File: config.mk
export PLATFORM = sky130hd
export DESIGN_NAME = kmac_err_report_flat
export DESIGN_NICKNAME = d
export VERILOG_FILES = /design/src/rtl/kmac_err_report_if.sv /design/src/rtl/kmac_err_report.sv /design/src/flat_wrapper.sv
export SDC_FILE = /design/constraint.sdc
export NUM_CORES = 1
export LEC_CHECK = 0
export ABC_AREA = 1
export CAP_MARGIN = 10
export CORE_MARGIN = 1.5
export CORE_UTILIZATION = 39
export CTS_CLUSTER_SIZE = 30
export DETAILED_ROUTE_END_ITERATION = 12
export PLACE_DENSITY = 0.87
export SYNTH_ARGS = -nofsm -noshare
export SYNTH_HDL_FRONTEND = slang
export SYNTH_SLANG_ARGS = --single-unit
File: constraint.sdc
create_clock -name clk_i -period 1.8 [get_ports clk_i]
set_clock_uncertainty 0.05 [all_clocks]
set_input_delay 0.36 -clock clk_i [delete_from_list [all_inputs] [get_ports clk_i]]
set_output_delay 0.36 -clock clk_i [all_outputs]
set_load 0.01 [all_outputs]
File: src/rtl/kmac_err_report_if.sv
// Shared types and the error-report bus between the error sources/SW side and kmac_err_report.
package kmac_err_report_pkg;
  typedef struct packed {
    logic        valid;
    logic [7:0]  code;
    logic [23:0] info;
  } err_t;

  typedef logic [3:0] mubi4_t;
  localparam mubi4_t MuBi4True  = 4'h6;
  localparam mubi4_t MuBi4False = 4'h9;
endpackage

interface kmac_err_report_if;
  import kmac_err_report_pkg::*;

  err_t        errchk_err_i;
  err_t        app_err_i;
  err_t        core_err_i;
  logic        fatal_i;
  logic        sw_err_processed_i;
  logic [31:0] err_code_o;
  logic        err_pending_o;
  logic        intr_err_o;
  logic        err_processed_o;
  mubi4_t      clear_after_error_o;
  logic [7:0]  miss_cnt_o;
  logic        fatal_alert_o;

  modport master (
    output errchk_err_i, app_err_i, core_err_i, fatal_i, sw_err_processed_i,
    input  err_code_o, err_pending_o, intr_err_o, err_processed_o,
           clear_after_error_o, miss_cnt_o, fatal_alert_o
  );

  modport slave (
    input  errchk_err_i, app_err_i, core_err_i, fatal_i, sw_err_processed_i,
    output err_code_o, err_pending_o, intr_err_o, err_processed_o,
           clear_after_error_o, miss_cnt_o, fatal_alert_o
  );
endinterface

File: src/rtl/kmac_err_report.sv
// Captures the highest-priority error, holds it for SW, drives a timed datapath clear on
// acknowledge, counts dropped errors and latches a terminal fatal alert.
module kmac_err_report
  import kmac_err_report_pkg::*;
#(
    parameter int unsigned ClearCycles = 4
) (
    input logic              clk_i,
    input logic              rst_i,
    kmac_err_report_if.slave bus
);

    // Sparse encoding, pairwise Hamming distance >= 3.
    typedef enum logic [4:0] {
        StIdle  = 5'b01101,
        StHold  = 5'b10110,
        StClear = 5'b00011,
        StFatal = 5'b11000
    } state_e;

    localparam logic [3:0] ClrInit = 4'(ClearCycles - 1);

    state_e      state_q;
    logic [3:0]  clr_cnt_q;
    logic [31:0] err_code_q;
    logic        err_pending_q;
    logic        intr_err_q;
    logic        err_processed_q;
    mubi4_t      clear_q;
    logic [7:0]  miss_cnt_q;
    logic        fatal_alert_q;

    logic [1:0]  n_valid;
    logic        any_valid;
    logic [31:0] sel_code;
    logic [8:0]  miss_sum;
    logic [7:0]  miss_sat;

    always_comb begin
        n_valid   = 2'(bus.errchk_err_i.valid) + 2'(bus.app_err_i.valid) + 2'(bus.core_err_i.valid);
        any_valid = (n_valid != 2'd0);
        sel_code  = '0;
        if (bus.errchk_err_i.valid)   sel_code = {bus.errchk_err_i.code, bus.errchk_err_i.info};
        else if (bus.app_err_i.valid) sel_code = {bus.app_err_i.code, bus.app_err_i.info};
        else if (bus.core_err_i.valid) sel_code = {bus.core_err_i.code, bus.core_err_i.info};
        miss_sum  = {1'b0, miss_cnt_q} + 9'(n_valid);
        miss_sat  = miss_sum[8] ? 8'hFF : miss_sum[7:0];
    end

    always_ff @(posedge clk_i or posedge rst_i) begin
        if (rst_i) begin
            state_q         <= StIdle;
            clr_cnt_q       <= '0;
            err_code_q      <= '0;
            err_pending_q   <= 1'b0;
            intr_err_q      <= 1'b0;
            err_processed_q <= 1'b0;
            clear_q         <= MuBi4False;
            miss_cnt_q      <= '0;
            fatal_alert_q   <= 1'b0;
        end else if (bus.fatal_i) begin
            // Fatal wins over capture and acknowledge; code and miss count freeze as they are.
            state_q         <= StFatal;
            fatal_alert_q   <= 1'b1;
            clear_q         <= MuBi4False;
            intr_err_q      <= 1'b0;
            err_processed_q <= 1'b0;
        end else begin
            intr_err_q      <= 1'b0;
            err_processed_q <= 1'b0;
            case (state_q)
                StIdle: begin
                    if (any_valid) begin
                        state_q       <= StHold;
                        err_code_q    <= sel_code;
                        err_pending_q <= 1'b1;
                        intr_err_q    <= 1'b1;
                        miss_cnt_q    <= 8'(n_valid - 2'd1);
                    end
                end
                StHold: begin
                    miss_cnt_q <= miss_sat;
                    if (bus.sw_err_processed_i) begin
                        state_q         <= StClear;
                        err_processed_q <= 1'b1;
                        clear_q         <= MuBi4True;
                        clr_cnt_q       <= ClrInit;
                    end
                end
                StClear: begin
                    miss_cnt_q <= miss_sat;
                    if (clr_cnt_q == 4'd0) begin
                        state_q       <= StIdle;
                        err_pending_q <= 1'b0;
                        clear_q       <= MuBi4False;
                    end else begin
                        clr_cnt_q <= clr_cnt_q - 4'd1;
                    end
                end
                StFatal: begin
                    fatal_alert_q <= 1'b1;
                    clear_q       <= MuBi4False;
                end
                default: begin
                    state_q       <= StFatal;
                    fatal_alert_q <= 1'b1;
                    clear_q       <= MuBi4False;
                end
            endcase
        end
    end

    assign bus.err_code_o          = err_code_q;
    assign bus.err_pending_o       = err_pending_q;
    assign bus.intr_err_o          = intr_err_q;
    assign bus.err_processed_o     = err_processed_q;
    assign bus.clear_after_error_o = clear_q;
    assign bus.miss_cnt_o          = miss_cnt_q;
    assign bus.fatal_alert_o       = fatal_alert_q;

endmodule

File: src/flat_wrapper.sv
// flat-port wrapper written by rule: the top's interface ports become plain ports
module kmac_err_report_flat import kmac_err_report_pkg::*;
#(
    parameter int unsigned ClearCycles = 4
)
  (clk_i, rst_i, bus_errchk_err_i, bus_app_err_i, bus_core_err_i, bus_fatal_i, bus_sw_err_processed_i, bus_err_code_o, bus_err_pending_o, bus_intr_err_o, bus_err_processed_o, bus_clear_after_error_o, bus_miss_cnt_o, bus_fatal_alert_o);
  kmac_err_report_if bus_i ();
  input logic clk_i;
  input logic rst_i;
  input wire logic [$bits(bus_i.errchk_err_i)-1:0] bus_errchk_err_i;
  input wire logic [$bits(bus_i.app_err_i)-1:0] bus_app_err_i;
  input wire logic [$bits(bus_i.core_err_i)-1:0] bus_core_err_i;
  input wire logic [$bits(bus_i.fatal_i)-1:0] bus_fatal_i;
  input wire logic [$bits(bus_i.sw_err_processed_i)-1:0] bus_sw_err_processed_i;
  output wire logic [$bits(bus_i.err_code_o)-1:0] bus_err_code_o;
  output wire logic [$bits(bus_i.err_pending_o)-1:0] bus_err_pending_o;
  output wire logic [$bits(bus_i.intr_err_o)-1:0] bus_intr_err_o;
  output wire logic [$bits(bus_i.err_processed_o)-1:0] bus_err_processed_o;
  output wire logic [$bits(bus_i.clear_after_error_o)-1:0] bus_clear_after_error_o;
  output wire logic [$bits(bus_i.miss_cnt_o)-1:0] bus_miss_cnt_o;
  output wire logic [$bits(bus_i.fatal_alert_o)-1:0] bus_fatal_alert_o;
  assign bus_i.errchk_err_i = bus_errchk_err_i;
  assign bus_i.app_err_i = bus_app_err_i;
  assign bus_i.core_err_i = bus_core_err_i;
  assign bus_i.fatal_i = bus_fatal_i;
  assign bus_i.sw_err_processed_i = bus_sw_err_processed_i;
  assign bus_err_code_o = bus_i.err_code_o;
  assign bus_err_pending_o = bus_i.err_pending_o;
  assign bus_intr_err_o = bus_i.intr_err_o;
  assign bus_err_processed_o = bus_i.err_processed_o;
  assign bus_clear_after_error_o = bus_i.clear_after_error_o;
  assign bus_miss_cnt_o = bus_i.miss_cnt_o;
  assign bus_fatal_alert_o = bus_i.fatal_alert_o;
  kmac_err_report #(.ClearCycles(ClearCycles)) u_core (.clk_i(clk_i), .rst_i(rst_i), .bus(bus_i));
endmodule
==> flow_summary.ini <==
[worst_setup_path]
arrival_ns = 2.13
cp_cell_sequence = buf_8 -> fa_2 -> ha_4 -> fa_2 -> nand2_2 -> nor2_2 -> nand2_2 -> nand3_2 -> nand2_2 -> nand2_2 -> nand2_1 -> o21ai_1
crit_path_end_kind = flip-flop
cp_slowest_cell = fa_2
cp_slowest_stage_delay_ns = 0.50
critPathBufInv = 1
cpMostUsedCell = nand2_2
cp.required_ns = 1.96
setup.worst_path.start_class = input port
critPathMaxFanout = 6
path_class = input port to flip-flop
cp_top_family = adder cells

[floorplanning]
die_h_um = 97.39
start_util_pct = 40.04
ioPinCount = 151
fp-row-count = 34
die_area_sq_mm = 0.009485
die_x_um = 97.39
core_sq_mm = 0.008678

[global_route]
antenna_found_initial = 0
grt_max_degree = 65
grt_pass1_wl_mm = 16.85
track_usage_pct = 21.49
grt_pass1_vias = 3631
grt-ovfl-total = 0

[route]
dr.pass1.iters = 5
drc_errors = 0
wirelength_mm = 10.17
num_vias = 3735
routedWlPerCell_um = 13.65
drt_iter0_drc = 186
drtAntennaViolNets = 0
viasPerCell = 5.013

[sta]
fin_crit_sh_pct = 109.4
layout_setup_ws_ns = -0.1695
worst_hold_slack_ns = 0.3082
setup_violations = 8
hold_viol_final = 0
setup_tns_ns = -0.8802
maxSlewViolCount = 0
worst_slew_pin_slew_ns = 0.5827
post-route-min-period_ns = 1.969
rsz0062_at_grt = true
fmax_mhz = 507.7
slew_headroom_pct = 61.15

[power]
pwr_density_cell_mw_per_mm2 = 498.6
leakagePower_uw = 0.002471
ir_drop_v = 0.0002677

[hold_path]
worst_hold_path_type = input port to async pin

[clock_tree]
cts_tree = done
htree_levels = 2
cts_root_buffer = clkbuf_8
clock_sinks = 55
clk_latency_ns = 0.31
clk_pin_slew_ns = 0.11
cts.path.max_buffers = 2
cts_made_buffers = 5

[cells_and_area]
final_cells = 745
antenna_cells = 0
nNetsFinal = 746
area_growth_pct = 52.79
drive_gt1_share_pct = 12.87
final_core_util_pct = 61.17

[yosys]
synth.avg_cell_area_sq_um = 7.105
synth_area_sq_mm = 0.003475
syn-num-nets = 599
ys_ff_latch = 55
seq_area_frac_synth_pct = 39.76
synth_cells = 489
ys_warn_count = 0
ys_types = 31

[placement]
place.gp.congestion = 0.8777
dp.cells = 736
io_buffers = 150
detailed_place_hpwl_mm = 7.796
pre_cts_slack_ns = -0.9385

[status]
status = finished with violations
violations = setup timing

[job]
drv_cap = 0
-- final timing paths --
check                                             startpoint                           endpoint  slack, ns  cells after the start
setup / recovery                           bus_app_err_i[32]           u_core.bus.miss_cnt_o[4]      -0.17                     12
hold / removal                                         rst_i           u_core.bus.fatal_alert_o       0.31                      2
setup reg to reg                    u_core.bus.miss_cnt_o[0]           u_core.bus.miss_cnt_o[4]       0.04                     10
hold reg to reg            u_core.bus.clear_after_error_o[0]  u_core.bus.clear_after_error_o[0]       0.44                      2
max in group asynchronous                              rst_i          u_core.bus.err_code_o[30]       0.94                      3
min in group clk_i         u_core.bus.clear_after_error_o[0]  u_core.bus.clear_after_error_o[0]       0.44                      2
-- cell usage after synthesis --
library cell	instances	area, sq um
a21boi_0	1	7.510
a21oi_2	2	17.52
buf_1	5	18.77
buf_2	1	5.000
buf_4	3	22.52
buf_6	6	67.56
clkbuf_1	11	41.29
dfrtp_1	51	1276
dfstp_2	4	105.1
fa_1	2	40.04
ha_1	5	62.56
inv_1	25	93.84
inv_2	3	11.26
nand2_1	211	792.0
nand2_2	1	6.260
nand2_4	1	11.26
nand3_1	16	80.08
nand3_2	2	20.02
nand3b_1	1	7.510
nand4_1	3	18.77
nor2_1	52	195.2
nor2_2	1	6.260
nor2_4	3	33.78
o21ai_0	9	45.04
o21ai_1	10	50.05
o21ai_2	23	201.4
o21bai_1	1	7.510
o22ai_1	32	200.2
or2_2	2	12.51
xnor2_1	1	8.760
xor2_1	1	8.760
-- cell usage in the layout, fill, tap and decap left out --
cell type        count
inv_1               23
ha_4                 2
o21ai_0              5
o22ai_1             32
nand3b_1             1
buf_8                1
o21ai_1             14
nand3_1             14
ha_1                 3
or2_2                2
clkdlybuf4s50_1    145
clkbuf_1             1
a21oi_2              1
buf_6                2
dfrtp_1             50
nand4_1              3
buf_4               10
nand3_2              4
xnor2_1              1
o21ai_2             23
xor2_1               1
dfstp_2              4
o21bai_1             1
nand2_4              1
clkbuf_8             6
nand2_2              5
nor2_4               3
inv_2                5
clkinv_2             1
nor2_2               2
fa_2                 2
a21oi_4              1
nand2_1            207
dlygate4sd2_1        2
dfrtp_2              1
a21boi_0             1
nor2_1              51
buf_12               6
-- state kept, by name, summed over array words and instances, names as in the netlist --
signal	flops
u_core.bus.err_code_o	32
u_core.bus.miss_cnt_o	8
u_core.state_q	5
u_core.clr_cnt_q	4
u_core.bus.clear_after_error_o	2
u_core.bus.err_pending_o	1
u_core.bus.err_processed_o	1
u_core.bus.fatal_alert_o	1
u_core.bus.intr_err_o	1
-- report_power, final --
group          internal, uW  switching [uW]
logic                   359             285
registers              1250            24.3
clock network           312             411
total                  1930             721
-- area by class of cell --
type / count / area [sq um]
clock buffers: 7 / 86.33
clock inverters: 1 / 5.005
fillers: 759 / 3369
inverters: 28 / 105.1
multi-input cells: 380 / 1893
flip-flops and latches: 55 / 1383
well taps: 108 / 135.1
repair buffers: 166 / 1702
-- layer usage --
layer	global-route usage, %	wire length, um
met3	6.978	864
met1	24.09	4057
met4	8.681	274
met5	0	0
met2	37.55	4972
-- kinds of logic after synthesis --
| kind of cell | after synthesis | share of synthesized area [%] |
|---|---|---|
| fa+ha+maj | 7 | 2.953 |
| compound gates | 78 | 15.23 |
| flops | 55 | 39.75 |
| buf+inv | 54 | 7.490 |
| simple gates | 293 | 34.07 |
| xor+xnor | 2 | 0.5042 |
-- repair_timing --
item | CTS | global route
pin swaps | 11 | 9
gates resized for setup | 17 | 10
setup endpoints to repair | 49 | 14
hold buffers | 0 | 0
buffers inserted | 0 | 1
-- metrics by stage --
step | area [sq um] | total power (uW)
finish | 5309 | 2647
global route | 5309 | 2769
CTS | 5260 | 2639
detailed placement | 5164 | 1931
global placement | 5164 | 1908
floorplan | 3500 | 1588
Note: power is estimated with default switching activity, not from simulation.
